[src/rtl/seq_restoring_divider.sv]
// seq_restoring_divider
//
// Iterative N-bit restoring divider. It runs one trial subtraction per cycle
// and needs N cycles per division. A start/busy/done handshake faces the
// issuing controller.
//
// Optional feature macro: DIVIDER_SIGNED_EN
//   Defined: operands are two's complement. Magnitudes are divided unsigned.
//   The quotient truncates toward zero and the remainder takes the sign of the
//   dividend. The sign fix-up is applied on entry to DONE.
//   Undefined: unsigned only.
//
// Ports
//   clk          in   rising-edge clock
//   rst          in   synchronous active-high reset
//   start        in   request a division (ignored while busy)
//   dividend     in   N-bit numerator, captured on accepted start
//   divisor      in   N-bit denominator, captured on accepted start
//   busy         out  high while iterating
//   done         out  one-cycle pulse; results valid from this cycle on
//   quotient     out  registered quotient
//   remainder    out  registered remainder
//   div_by_zero  out  set with done when the captured divisor was zero
module seq_restoring_divider #(
  parameter int unsigned N = 8
) (
  input  logic         clk,
  input  logic         rst,
  input  logic         start,
  input  logic [N-1:0] dividend,
  input  logic [N-1:0] divisor,
  output logic         busy,
  output logic         done,
  output logic [N-1:0] quotient,
  output logic [N-1:0] remainder,
  output logic         div_by_zero
);

  localparam int unsigned CntW = $clog2(N);

  typedef enum logic [1:0] {StIdle, StRun, StDone} state_e;

  state_e         state_q;
  logic [N-1:0]   d_q;      // captured divisor magnitude
  logic [N-1:0]   q_q;      // dividend shifting out, quotient shifting in
  // Partial remainder. Its top bit is provably 0 after every iteration
  // (R < D always holds), so only the low N bits are stored.
  logic [N-1:0]   r_q;
  logic [CntW-1:0] cnt_q;

`ifdef DIVIDER_SIGNED_EN
  logic q_neg_q;  // operand signs differ
  logic r_neg_q;  // dividend negative
`endif

  // Datapath signals
  logic [N:0]   s;        // shifted value {R, Q msb}
  logic [N-1:0] t;        // low N bits of the trial difference
  logic [N:0]   bw;       // ripple borrow chain
  logic         borrow;
  logic [N-1:0] r_nxt;
  logic [N-1:0] q_nxt;
  logic [N-1:0] fin_q;
  logic [N-1:0] fin_r;
  logic [N-1:0] dvd_mag;
  logic [N-1:0] dvs_mag;

  // Ripple-borrow subtraction of {1'b0, D} from S, borrow-in 0. The top
  // subtrahend bit is 0, so the last stage reduces to a borrow term only.
  always_comb begin
    s     = {r_q, q_q[N-1]};
    t     = '0;
    bw    = '0;
    for (int i = 0; i < N; i++) begin
      t[i]    = s[i] ^ d_q[i] ^ bw[i];
      bw[i+1] = (~s[i] & d_q[i]) | (~(s[i] ^ d_q[i]) & bw[i]);
    end
    borrow = ~s[N] & bw[N];
    // On borrow restore S; S[N] must then be 0 since the old R was below D.
    r_nxt  = borrow ? s[N-1:0] : t;
    q_nxt  = {q_q[N-2:0], ~borrow};
  end

  // Operand magnitudes and final result fix-up.
  always_comb begin
`ifdef DIVIDER_SIGNED_EN
    dvd_mag = dividend[N-1] ? (~dividend + 1'b1) : dividend;
    dvs_mag = divisor[N-1]  ? (~divisor + 1'b1)  : divisor;
    fin_q   = q_neg_q ? (~q_nxt + 1'b1) : q_nxt;
    fin_r   = r_neg_q ? (~r_nxt + 1'b1) : r_nxt;
`else
    dvd_mag = dividend;
    dvs_mag = divisor;
    fin_q   = q_nxt;
    fin_r   = r_nxt;
`endif
  end

  always_ff @(posedge clk) begin
    if (rst) begin
      state_q     <= StIdle;
      busy        <= 1'b0;
      done        <= 1'b0;
      quotient    <= '0;
      remainder   <= '0;
      div_by_zero <= 1'b0;
      d_q         <= '0;
      q_q         <= '0;
      r_q         <= '0;
      cnt_q       <= '0;
`ifdef DIVIDER_SIGNED_EN
      q_neg_q     <= 1'b0;
      r_neg_q     <= 1'b0;
`endif
    end else begin
      done <= 1'b0;
      unique case (state_q)
        StIdle, StDone: begin
          if (start) begin
            if (divisor == '0) begin
              // Zero divisor skips iteration and reports straight away.
              state_q     <= StDone;
              done        <= 1'b1;
              quotient    <= '1;
              remainder   <= dividend;
              div_by_zero <= 1'b1;
            end else begin
              state_q <= StRun;
              busy    <= 1'b1;
              d_q     <= dvs_mag;
              q_q     <= dvd_mag;
              r_q     <= '0;
              cnt_q   <= '0;
`ifdef DIVIDER_SIGNED_EN
              q_neg_q <= dividend[N-1] ^ divisor[N-1];
              r_neg_q <= dividend[N-1];
`endif
            end
          end else begin
            state_q <= StIdle;
          end
        end
        StRun: begin
          r_q   <= r_nxt;
          q_q   <= q_nxt;
          cnt_q <= cnt_q + 1'b1;
          if (cnt_q == CntW'(N - 1)) begin
            state_q     <= StDone;
            busy        <= 1'b0;
            done        <= 1'b1;
            quotient    <= fin_q;
            remainder   <= fin_r;
            div_by_zero <= 1'b0;
          end
        end
        default: begin
          state_q <= StIdle;
          busy    <= 1'b0;
        end
      endcase
    end
  end

endmodule

[config.mk]
export PLATFORM = sky130hd
export DESIGN_NAME = seq_restoring_divider
export DESIGN_NICKNAME = d
export VERILOG_FILES = /design/src/rtl/seq_restoring_divider.sv
export SDC_FILE = /design/constraint.sdc
export NUM_CORES = 1
export LEC_CHECK = 0
export ABC_AREA = 1
export CAP_MARGIN = 20
export CORE_MARGIN = 3
export CORE_UTILIZATION = 38
export DETAILED_ROUTE_END_ITERATION = 8
export HOLD_SLACK_MARGIN = 0.03
export SYNTH_ARGS = -nofsm -noshare
export SYNTH_HDL_FRONTEND = slang
export SYNTH_SLANG_ARGS = --single-unit
[constraint.sdc]
create_clock -name clk -period 4.1 [get_ports clk]
set_clock_uncertainty 0.2 [all_clocks]
set_input_delay 0.82 -clock clk [delete_from_list [all_inputs] [get_ports clk]]
set_output_delay 0.82 -clock clk [all_outputs]
set_load 0.02 [all_outputs]
==> results.ini <==
[status]
status = complete, no violations

[clock_tree]
cts_tree = done
clock-sinks = 48
cts_buffers = 5
postCtsSetupRepairBufs = 0
ctsHoldBuffers = 0
cts_root_buf = clkbuf_8
cts_buffer_depth = 2
clk_latency_ns = 0.29
htreeDepth = 2
path_clk_slew_ns = 0.09

[die]
rows = 28
core_area_mm2 = 0.00596
initial_core_util_pct = 39.7
die_x_um = 84.9
die_area_mm2 = 0.00720
pin_count = 38
die_y_um = 84.9

[synth]
yosysMostFrequentCell = nand2_1
ys_warn_count = 0
synth_top_family_by_area = simple AND/OR/NAND/NOR gates
synthMuxAreaShare_pct = 0
synth-seq-area-share_pct = 40.7
synthFlopType = dfxtp_1
synth_edf_count = 0
netlist_top_cells_area = dfxtp_1, nand2_1, nor2_1, a21oi_1, fa_1
syn_inst = 315
synth_compound_area_share_pct = 11.6
synth_fp_nets = 344
synth_area_mm2 = 0.00236
avgSynthCellArea_um2 = 7.50
synthArstFlopShare_pct = 0
synth_top_cell_area_share_pct = 40.7
ys_types = 23
yosys.area.top_type = dfxtp_1
synth_xor_area_share_pct = 0
synthAdderAreaFrac_pct = 7.52
synth-simple-area-share_pct = 31.0
synthTopCellsByCount = nand2_1, dfxtp_1, nor2_1
ys_ff_latch = 48

[pwr]
leakagePower_nw = 1.25
cellPowerDensity_mw_per_mm2 = 343
fin_total_pwr_w = 0.000995
ir_worst_vdd_mv = 0.200

[setup_path]
cp_cell_sequence = inv_1 > ha_1 > fa_2 > fa_2 > fa_2 > fa_2 > fa_2 > fa_2 > fa_2 > nand2_2 > buf_12 > nor2_4 > nand2_1 > nand3_1 > nor2_1 > nor2_1
timing.rr.start = q_q[7]
cpPeakStageDelay_ns = 0.35
crit_type = flip-flop to flip-flop
cp.arrival_ns = 3.93
cp_slowest_cell = fa_2
endpoint = remainder[1]
r2r_end = remainder[1]
crit_family = adder cells
startpoint = q_q[7]
cp-end-kind = flip-flop
worst_path_most_repeated_cell = fa_2
cp.depth = 16
crit_path_max_fanout = 11
cp.required_ns = 4.09
rrSetupSlack_ns = 0.16
worstRegToRegCells = 16
cp_num_buf_inv = 2
startpoint_type = flip-flop

[route]
wirelength_um = 5420
vias = 2072
dr.pass1.iters = 4
viasPerCell = 4.89
wl_per_cell_um = 12.8
initialDrtViolationCount = 143
ant_nets = 0
drc = 0

[timing]
hold_viol_final = 0
slew_viol_final = 0
period_share_pct = 96.1
tightest_slew_ns = 0.742
rsz0062_at_grt = no
maxSlewHeadroom_pct = 50.2
fin_crit_ns = 3.94
fmax_mhz = 254
setup_viol = 0
fin_tns_setup_ns = 0

[finish]
num-nets-final = 378
syn_to_final_growth_pct = 22.7
n_antenna_cell = 0
finalNonFillerCells = 424
drive_gt1_share_pct = 9.74

[worst_hold_path]
hp-class = flip-flop to flip-flop

[placed_design]
dp_hpwl_um = 3960
place_congestion = 0.846
dp.cells = 417
numPortBuffers = 37

[grt]
grt_max_degree = 46
grt_pass1_wl_um = 9440
grt_use_total_pct = 16.0
antenna_found_initial = 0
grt.overflow.total = 0
grt_pass1_vias = 2068

[run]
cap_violations = 0

-- how the worst min path moves through the flow --
stage                startpoint     endpoint  cells after the start
floorplan              cnt_q[0]     cnt_q[0]                      1
global placement       cnt_q[0]     cnt_q[0]                      1
detailed placement  quotient[0]  quotient[0]                      2
CTS                 quotient[7]  quotient[7]                      2
global route           cnt_q[0]     cnt_q[0]                      1
finish                 cnt_q[0]     cnt_q[0]                      1
-- stage by stage --
stage          util (%)  hold WS [ns]  setup WS (ns)  cell area [µm²]
3_5_place_dp       46.7         0.255         -0.206             2780
2_1_floorplan         -         0.233         0.0242             2360
5_1_grt            48.7         0.291        0.00926             2900
4_1_cts            48.3         0.272         0.0174             2880
3_3_place_gp       46.7         0.251         -0.116             2780
6_report           48.7         0.266          0.160             2900
-- sequential cells by signal (all words and copies together) (netlist names) --
name	flops
quotient	8
div_by_zero	1
remainder	8
r_q	8
d_q	8
q_q	8
done	1
state_q	2
cnt_q	3
busy	1
-- cell families after synthesis --
logic type                 after synthesis
buffers and inverters                   49
AOI/OAI and AO/OA                       53
and+or+nand+nor                        155
adders and majority gates               10
DFF                                     48
-- where the power goes --
part | internal (W) | switching, W | leakage [nW]
Sequential | 0.000491 | 0.0000154 | 0.392
Combinational | 0.000100 | 0.000121 | 0.814
Clock | 0.000116 | 0.000151 | 0.0410
Total | 0.000707 | 0.000288 | 1.25
-- layout by cell type (no fill, tap or decap), drive strengths merged --
master,count
clkinv,3
nor2,50
ha,3
o21bai,2
inv,33
a21oi,28
clkdlybuf4s50,37
dfxtp,48
clkbuf,6
and2,8
fa,7
o21ai,23
nand3,27
nand3b,17
nand2,53
buf,4
-- worst reg2reg max path: cells and delay by family, from the launching register on --
kind	cells	cell delay, ns
adders and majority gates	8	2.59
buffers and inverters	2	0.18
DFF	1	0.34
and+or+nand+nor	6	0.51
-- area by class of cell --
type	instances	area, µm²
Fill cell	618	3060
Clock buffer	6	72.6
Inverter	35	133
Tap cell	75	93.8
Timing Repair Buffer	41	413
Multi-Input combinational cell	218	1220
Clock inverter	1	5.00
Sequential cell	48	962
-- timing repair --
action                                  4_1_cts  5_1_grt
resized for setup                             6        9
pin swaps                                     1        4
endpoints found under the setup margin       17       17
-- routing by layer --
| layer | GRT usage (%) | wire length, µm | up-vias |
|---|---|---|---|
| li1 | - | - | 1072 |
| met2 | 25.9 | 2480 | 34 |
| met3 | 3.59 | 210 | 9 |
| met4 | 3.60 | 63 | 0 |
| met5 | 0 | 0 | - |
| met1 | 22.0 | 2660 | 957 |
Power figures use the tool's default switching activity.
